--- config.mk ---
export PLATFORM = sky130hd
export DESIGN_NAME = sirv_plic_gateway_array_flat
export DESIGN_NICKNAME = d
export VERILOG_FILES = /design/src/rtl/sirv_plic_gateway_array_if.sv /design/src/rtl/sirv_plic_gateway_array.sv /design/src/flat_wrapper.sv
export SDC_FILE = /design/constraint.sdc
export NUM_CORES = 1
export LEC_CHECK = 0
export CORE_UTILIZATION = 55
export DETAILED_ROUTE_END_ITERATION = 6
export DONT_BUFFER_PORTS = 1
export PLACE_DENSITY_LB_ADDON = 0.2
export SYNTH_ARGS = -nofsm -noshare
export SYNTH_HDL_FRONTEND = slang
export SYNTH_SLANG_ARGS = --single-unit
--- constraint.sdc ---
create_clock -name clk -period 4 [get_ports clk]
set_input_delay 0.4 -clock clk [delete_from_list [all_inputs] [get_ports clk]]
set_output_delay 0.4 -clock clk [all_outputs]
set_load 0.05 [all_outputs]
--- src/rtl/sirv_plic_gateway_array_if.sv ---
// Port bundle of the PLIC gateway array.
// The master side drives the lines, the mode, ready and complete. The slave side (the gateways) returns valid and overflow.
interface sirv_plic_gateway_array_if #(
    parameter int NUM_SRC = 8
);
    logic [NUM_SRC-1:0] io_interrupt;
    logic [NUM_SRC-1:0] io_edge_mode;
    logic [NUM_SRC-1:0] io_plic_valid;
    logic [NUM_SRC-1:0] io_plic_ready;
    logic [NUM_SRC-1:0] io_plic_complete;
    logic [NUM_SRC-1:0] io_edge_ovf;

    modport master (
        output io_interrupt, io_edge_mode, io_plic_ready, io_plic_complete,
        input  io_plic_valid, io_edge_ovf
    );

    modport slave (
        input  io_interrupt, io_edge_mode, io_plic_ready, io_plic_complete,
        output io_plic_valid, io_edge_ovf
    );
endinterface

--- src/rtl/sirv_plic_gateway_array.sv ---
// Bank of PLIC gateways, one per source. Each source runs in level mode or in rising-edge mode with a saturating count of pending edges.
// Defining SIRV_PLIC_GATEWAY_SYNC_EN inserts a 2-flop synchroniser on every io_interrupt bit.
module sirv_plic_gateway_array #(
    parameter int NUM_SRC = 8,
    parameter int CNT_W   = 3
) (
    input logic                      clk,
    input logic                      rst_n,
    sirv_plic_gateway_array_if.slave bus
);
    localparam logic [CNT_W-1:0] CNT_MAX = {CNT_W{1'b1}};

    logic [NUM_SRC-1:0] w_line;

`ifdef SIRV_PLIC_GATEWAY_SYNC_EN
    logic [NUM_SRC-1:0] r_sync1;
    logic [NUM_SRC-1:0] r_sync2;

    // NOTE: flops use non-blocking assignments so each stage samples the pre-edge value of the previous one.
    always_ff @(posedge clk or negedge rst_n) begin
        if (!rst_n) begin
            r_sync1 <= '0;
            r_sync2 <= '0;
        end else begin
            r_sync1 <= bus.io_interrupt;
            r_sync2 <= r_sync1;
        end
    end

    assign w_line = r_sync2;
`else
    assign w_line = bus.io_interrupt;
`endif

    logic [NUM_SRC-1:0]            r_in_flight;
    logic [NUM_SRC-1:0]            r_prev;
    logic [NUM_SRC-1:0]            r_mode_q;
    logic [NUM_SRC-1:0]            r_ovf;
    logic [NUM_SRC-1:0][CNT_W-1:0] r_cnt;

    logic [NUM_SRC-1:0]            w_valid;
    logic [NUM_SRC-1:0]            w_accept;
    logic [NUM_SRC-1:0]            w_edge;
    logic [NUM_SRC-1:0]            w_in_flight_nxt;
    logic [NUM_SRC-1:0]            w_ovf_nxt;
    logic [NUM_SRC-1:0][CNT_W-1:0] w_cnt_nxt;

    always_comb begin
        // NOTE: every target gets a default before the loop, so no path can leave a bit unassigned and infer a latch.
        w_valid         = '0;
        w_accept        = '0;
        w_edge          = '0;
        w_in_flight_nxt = r_in_flight;
        w_ovf_nxt       = '0;
        w_cnt_nxt       = r_cnt;
        for (int i = 0; i < NUM_SRC; i++) begin
            w_edge[i]   = r_mode_q[i] & w_line[i] & ~r_prev[i];
            w_valid[i]  = ~r_in_flight[i] & (r_mode_q[i] ? (r_cnt[i] != '0) : w_line[i]);
            w_accept[i] = w_valid[i] & bus.io_plic_ready[i];
            if (bus.io_edge_mode[i] != r_mode_q[i]) begin
                // A mode switch drops the outstanding claim and any pending edges.
                w_cnt_nxt[i]       = '0;
                w_in_flight_nxt[i] = 1'b0;
            end else begin
                if (bus.io_plic_complete[i]) begin
                    w_in_flight_nxt[i] = 1'b0;
                end else if (w_accept[i]) begin
                    w_in_flight_nxt[i] = 1'b1;
                end

                if (!r_mode_q[i]) begin
                    w_cnt_nxt[i] = '0;
                end else if (w_edge[i] && !w_accept[i]) begin
                    if (r_cnt[i] == CNT_MAX) begin
                        w_ovf_nxt[i] = 1'b1;
                    end else begin
                        w_cnt_nxt[i] = r_cnt[i] + CNT_W'(1);
                    end
                end else if (!w_edge[i] && w_accept[i]) begin
                    w_cnt_nxt[i] = r_cnt[i] - CNT_W'(1);
                end
            end
        end
    end

    always_ff @(posedge clk or negedge rst_n) begin
        if (!rst_n) begin
            r_in_flight <= '0;
            r_prev      <= '0;
            r_mode_q    <= '0;
            r_ovf       <= '0;
            // NOTE: the counters are ordinary flops rather than a RAM, so reset clears them with the rest of the channel state.
            r_cnt       <= '0;
        end else begin
            r_in_flight <= w_in_flight_nxt;
            r_prev      <= w_line;
            r_mode_q    <= bus.io_edge_mode;
            r_ovf       <= w_ovf_nxt;
            r_cnt       <= w_cnt_nxt;
        end
    end

    assign bus.io_plic_valid = w_valid;
    assign bus.io_edge_ovf   = r_ovf;
endmodule
--- src/flat_wrapper.sv ---
// flat-port wrapper written by rule: the top's interface ports become plain ports
module sirv_plic_gateway_array_flat 
#(
    parameter int NUM_SRC = 8,
    parameter int CNT_W   = 3
)
  (clk, rst_n, bus_io_interrupt, bus_io_edge_mode, bus_io_plic_ready, bus_io_plic_complete, bus_io_plic_valid, bus_io_edge_ovf);
  sirv_plic_gateway_array_if #(.NUM_SRC(NUM_SRC)) bus_i ();
  input logic clk;
  input logic rst_n;
  input wire logic [$bits(bus_i.io_interrupt)-1:0] bus_io_interrupt;
  input wire logic [$bits(bus_i.io_edge_mode)-1:0] bus_io_edge_mode;
  input wire logic [$bits(bus_i.io_plic_ready)-1:0] bus_io_plic_ready;
  input wire logic [$bits(bus_i.io_plic_complete)-1:0] bus_io_plic_complete;
  output wire logic [$bits(bus_i.io_plic_valid)-1:0] bus_io_plic_valid;
  output wire logic [$bits(bus_i.io_edge_ovf)-1:0] bus_io_edge_ovf;
  assign bus_i.io_interrupt = bus_io_interrupt;
  assign bus_i.io_edge_mode = bus_io_edge_mode;
  assign bus_i.io_plic_ready = bus_io_plic_ready;
  assign bus_i.io_plic_complete = bus_io_plic_complete;
  assign bus_io_plic_valid = bus_i.io_plic_valid;
  assign bus_io_edge_ovf = bus_i.io_edge_ovf;
  sirv_plic_gateway_array #(.NUM_SRC(NUM_SRC), .CNT_W(CNT_W)) u_core (.clk(clk), .rst_n(rst_n), .bus(bus_i));
endmodule
==> reports/qor.yml <==
status: "finished, final reports clean"
antenna_cells: 0
cts_max_level: 2
finalSetupTns_ps: 0
fin_skew_ps: 4.18
cts_sinks: 56
core_area_mm2: 0.00517
synth_xor_area_share_pct: 2.35
rows: 26
wl_per_cell_um: 14.9
die_h_um: 75.7
gp_congestion: 0.785
clock_path_buffers: 2
max_slew_margin_pct: 63.3
crit_chain: "or4b_1 -> and3b_1 -> nand2_1 -> ha_1 -> fa_1 -> xnor2_1 -> or3b_1 -> o211ai_1"
grt_usage_pct: 20.6
cts_tree: "done"
synthesis.instances: 272
initial_utilization_pct: 57.8
min_period_ps: 2660
dieArea_mm2: 0.00573
rsz0062_at_grt: "false"
layout_commonest_cell: "dfrtp_1"
yosysSeqAreaShare_pct: 46.9
cts_root_buf: "clkbuf_8"
critical_path.max_fanout: 5
timing.max_cap.violations: 0
cts_setup_buffers: 0
yosys_warnings: 0
io_pins: 50
startpoint_type: "flip-flop"
clkLatencyLatePin_ps: 300
drt-pass1-iter-count: 4
final_hold_viol_count: 0
die_x_um: 75.7
min_period_over_period_pct: 66.6
grt_max_degree: 57
cp.buffers_inverters: 0
drt_wl_total_mm: 5.24
grt_overflow: 0
drtAntennaViolNets: 0
drive_gt1_share_pct: 8.51
end_kind: "flip-flop"
syn_nets: 330
synth_fa_ha_area_share_pct: 12.1
fin_nets: 339
route.vias.total: 2113
muxShareOfSynthArea_pct: 1.88
synthSimpleGateAreaFrac_pct: 20.4
vias_per_cell: 6.00
dr.first_iter.drc_count: 80
drv_slew: 0
setup.worst_path.class: "flip-flop to flip-flop"
holdWs_ps: 111
syn2layout_area_growth_pct: 7.91
postSynthAreaPerCell_um2: 11.0
synth_compound_area_share_pct: 13.8
final_cell_mix: "dfrtp_1, nand2_1, nor2_1, inv_1, ha_1"
crit_arrival_ps: 2890
worstMarginPinSlew_ps: 551
io_buffers: 0
synth_cell_types: 24
netlist_area_mm2: 0.00299
pwr_density_cell_mw_per_mm2: 421
clock.fmax_mhz: 375
cts_buffers: 5
synth_top_family_by_area: "simple AND/OR/NAND/NOR gates"
critPathSlowestCell: "or4b_1"
cp_data_required_time_ps: 4220
vdd_ir_drop_max_v: 0.000304
final-setup-viol-count: 0
antenna_found_initial: 0
grt_pass1_vias: 2051
worst_path_largest_cell_delay_ps: 550
cpLargestDelayFamily: "simple AND/OR/NAND/NOR gates"
grt_first_pass_wirelength_mm: 8.94
synth-seq-cells: 56
hold_class: "primary input to flip-flop"
drc: 0
clk_pin_slew_ps: 100
hpwl_mm: 3.87
power.leakage_nw: 1.41
[logic make-up after synthesis]
logic type | after synthesis
AO/OA/AOI/OAI | 51
XOR/XNOR | 8
adder cells (fa/ha/maj) | 24
AND/OR/NAND/NOR | 107
flip-flops | 56
buffers and inverters | 21
multiplexers | 5
[report_power, final]
| group | leakage [nW] | total, W | switching [W] | internal [W] |
|---|---|---|---|---|
| Combinational | 0.633 | 0.000325 | 0.000195 | 0.000130 |
| Sequential | 0.725 | 0.000668 | 0.0000547 | 0.000614 |
| Clock | 0.0541 | 0.000365 | 0.000180 | 0.000185 |
| Total | 1.41 | 0.00136 | 0.000430 | 0.000929 |
[through the flow]
stage / utilization (%) / total power, W / instance area (µm²) / setup WS [ps] / cells
3_5_place_dp: 59.5 / 0.000988 / 3080 / 1350 / 342
2_1_floorplan: - / 0.000933 / 2990 / 1530 / 272
3_3_place_gp: 59.5 / 0.000978 / 3080 / 1370 / 342
4_1_cts: 62.3 / 0.00137 / 3220 / 1320 / 352
6_report: 62.3 / 0.00136 / 3220 / 1340 / 352
5_1_grt: 62.3 / 0.00144 / 3220 / 1170 / 352
[layout make-up]
type                    instances  area [µm²]
fillers                       404        1950
clock inverters                 3        42.5
inverters                      21        78.8
repair buffers                  2        37.5
clock buffers                   5        68.8
multi-input cells             195        1510
flip-flops and latches         56        1400
well taps                      70        87.6
[sequential cells by signal (all words and copies together) (netlist names)]
signal,cells
u_core.r_cnt,24
u_core.bus.io_edge_ovf,8
u_core.r_in_flight,8
u_core.r_mode_q,8
u_core.r_prev,8
[cell usage after synthesis]
cell | count | area [µm²]
nor2_1 | 21 | 78.8
or3b_1 | 5 | 43.8
nand3_1 | 6 | 30.0
nand2b_1 | 8 | 50.1
o211ai_1 | 5 | 37.5
nand2_1 | 24 | 90.1
ha_1 | 16 | 200
and3b_1 | 8 | 70.1
a211o_1 | 11 | 96.3
nand4b_1 | 3 | 26.3
o21ai_0 | 11 | 55.1
or4b_1 | 8 | 80.1
a2111o_1 | 8 | 90.1
or2_2 | 8 | 50.1
a41o_1 | 6 | 60.1
nor3_1 | 8 | 40.0
mux2_2 | 5 | 56.3
inv_1 | 21 | 78.8
a41o_2 | 2 | 22.5
dfrtp_1 | 56 | 1400
nand4_1 | 8 | 50.1
fa_1 | 8 | 160
a31oi_1 | 8 | 50.1
xnor2_1 | 8 | 70.1
[metal layers]
layer | routed length (µm) | track usage [%] | up-vias
met5 | 0 | 0 | -
met4 | 43 | 5.56 | 0
met3 | 239 | 4.23 | 5
met2 | 2550 | 35.4 | 50
met1 | 2410 | 26.7 | 1036
li1 | - | - | 1022
[repair_timing]
item                      in CTS  in global routing
hold endpoints to repair      56                  0
gates resized for setup        0                  0
hold buffers                   2                  0
[worst paths after layout]
path | cells after the start | from | to | slack, ps
worst max register to register | 8 | u_core.r_cnt[11] | u_core.r_cnt[11] | 1340
max in group asynchronous | 2 | rst_n | u_core.r_cnt[14] | 3160
worst min register to register | 2 | u_core.r_in_flight[3] | u_core.r_in_flight[3] | 550
worst max-delay path | 8 | u_core.r_cnt[11] | u_core.r_cnt[11] | 1340
min in group asynchronous | 2 | rst_n | u_core.r_mode_q[1] | 590
worst min-delay path | 0 | bus_io_edge_mode[1] | u_core.r_mode_q[1] | 110
Power figures use the tool's default switching activity.
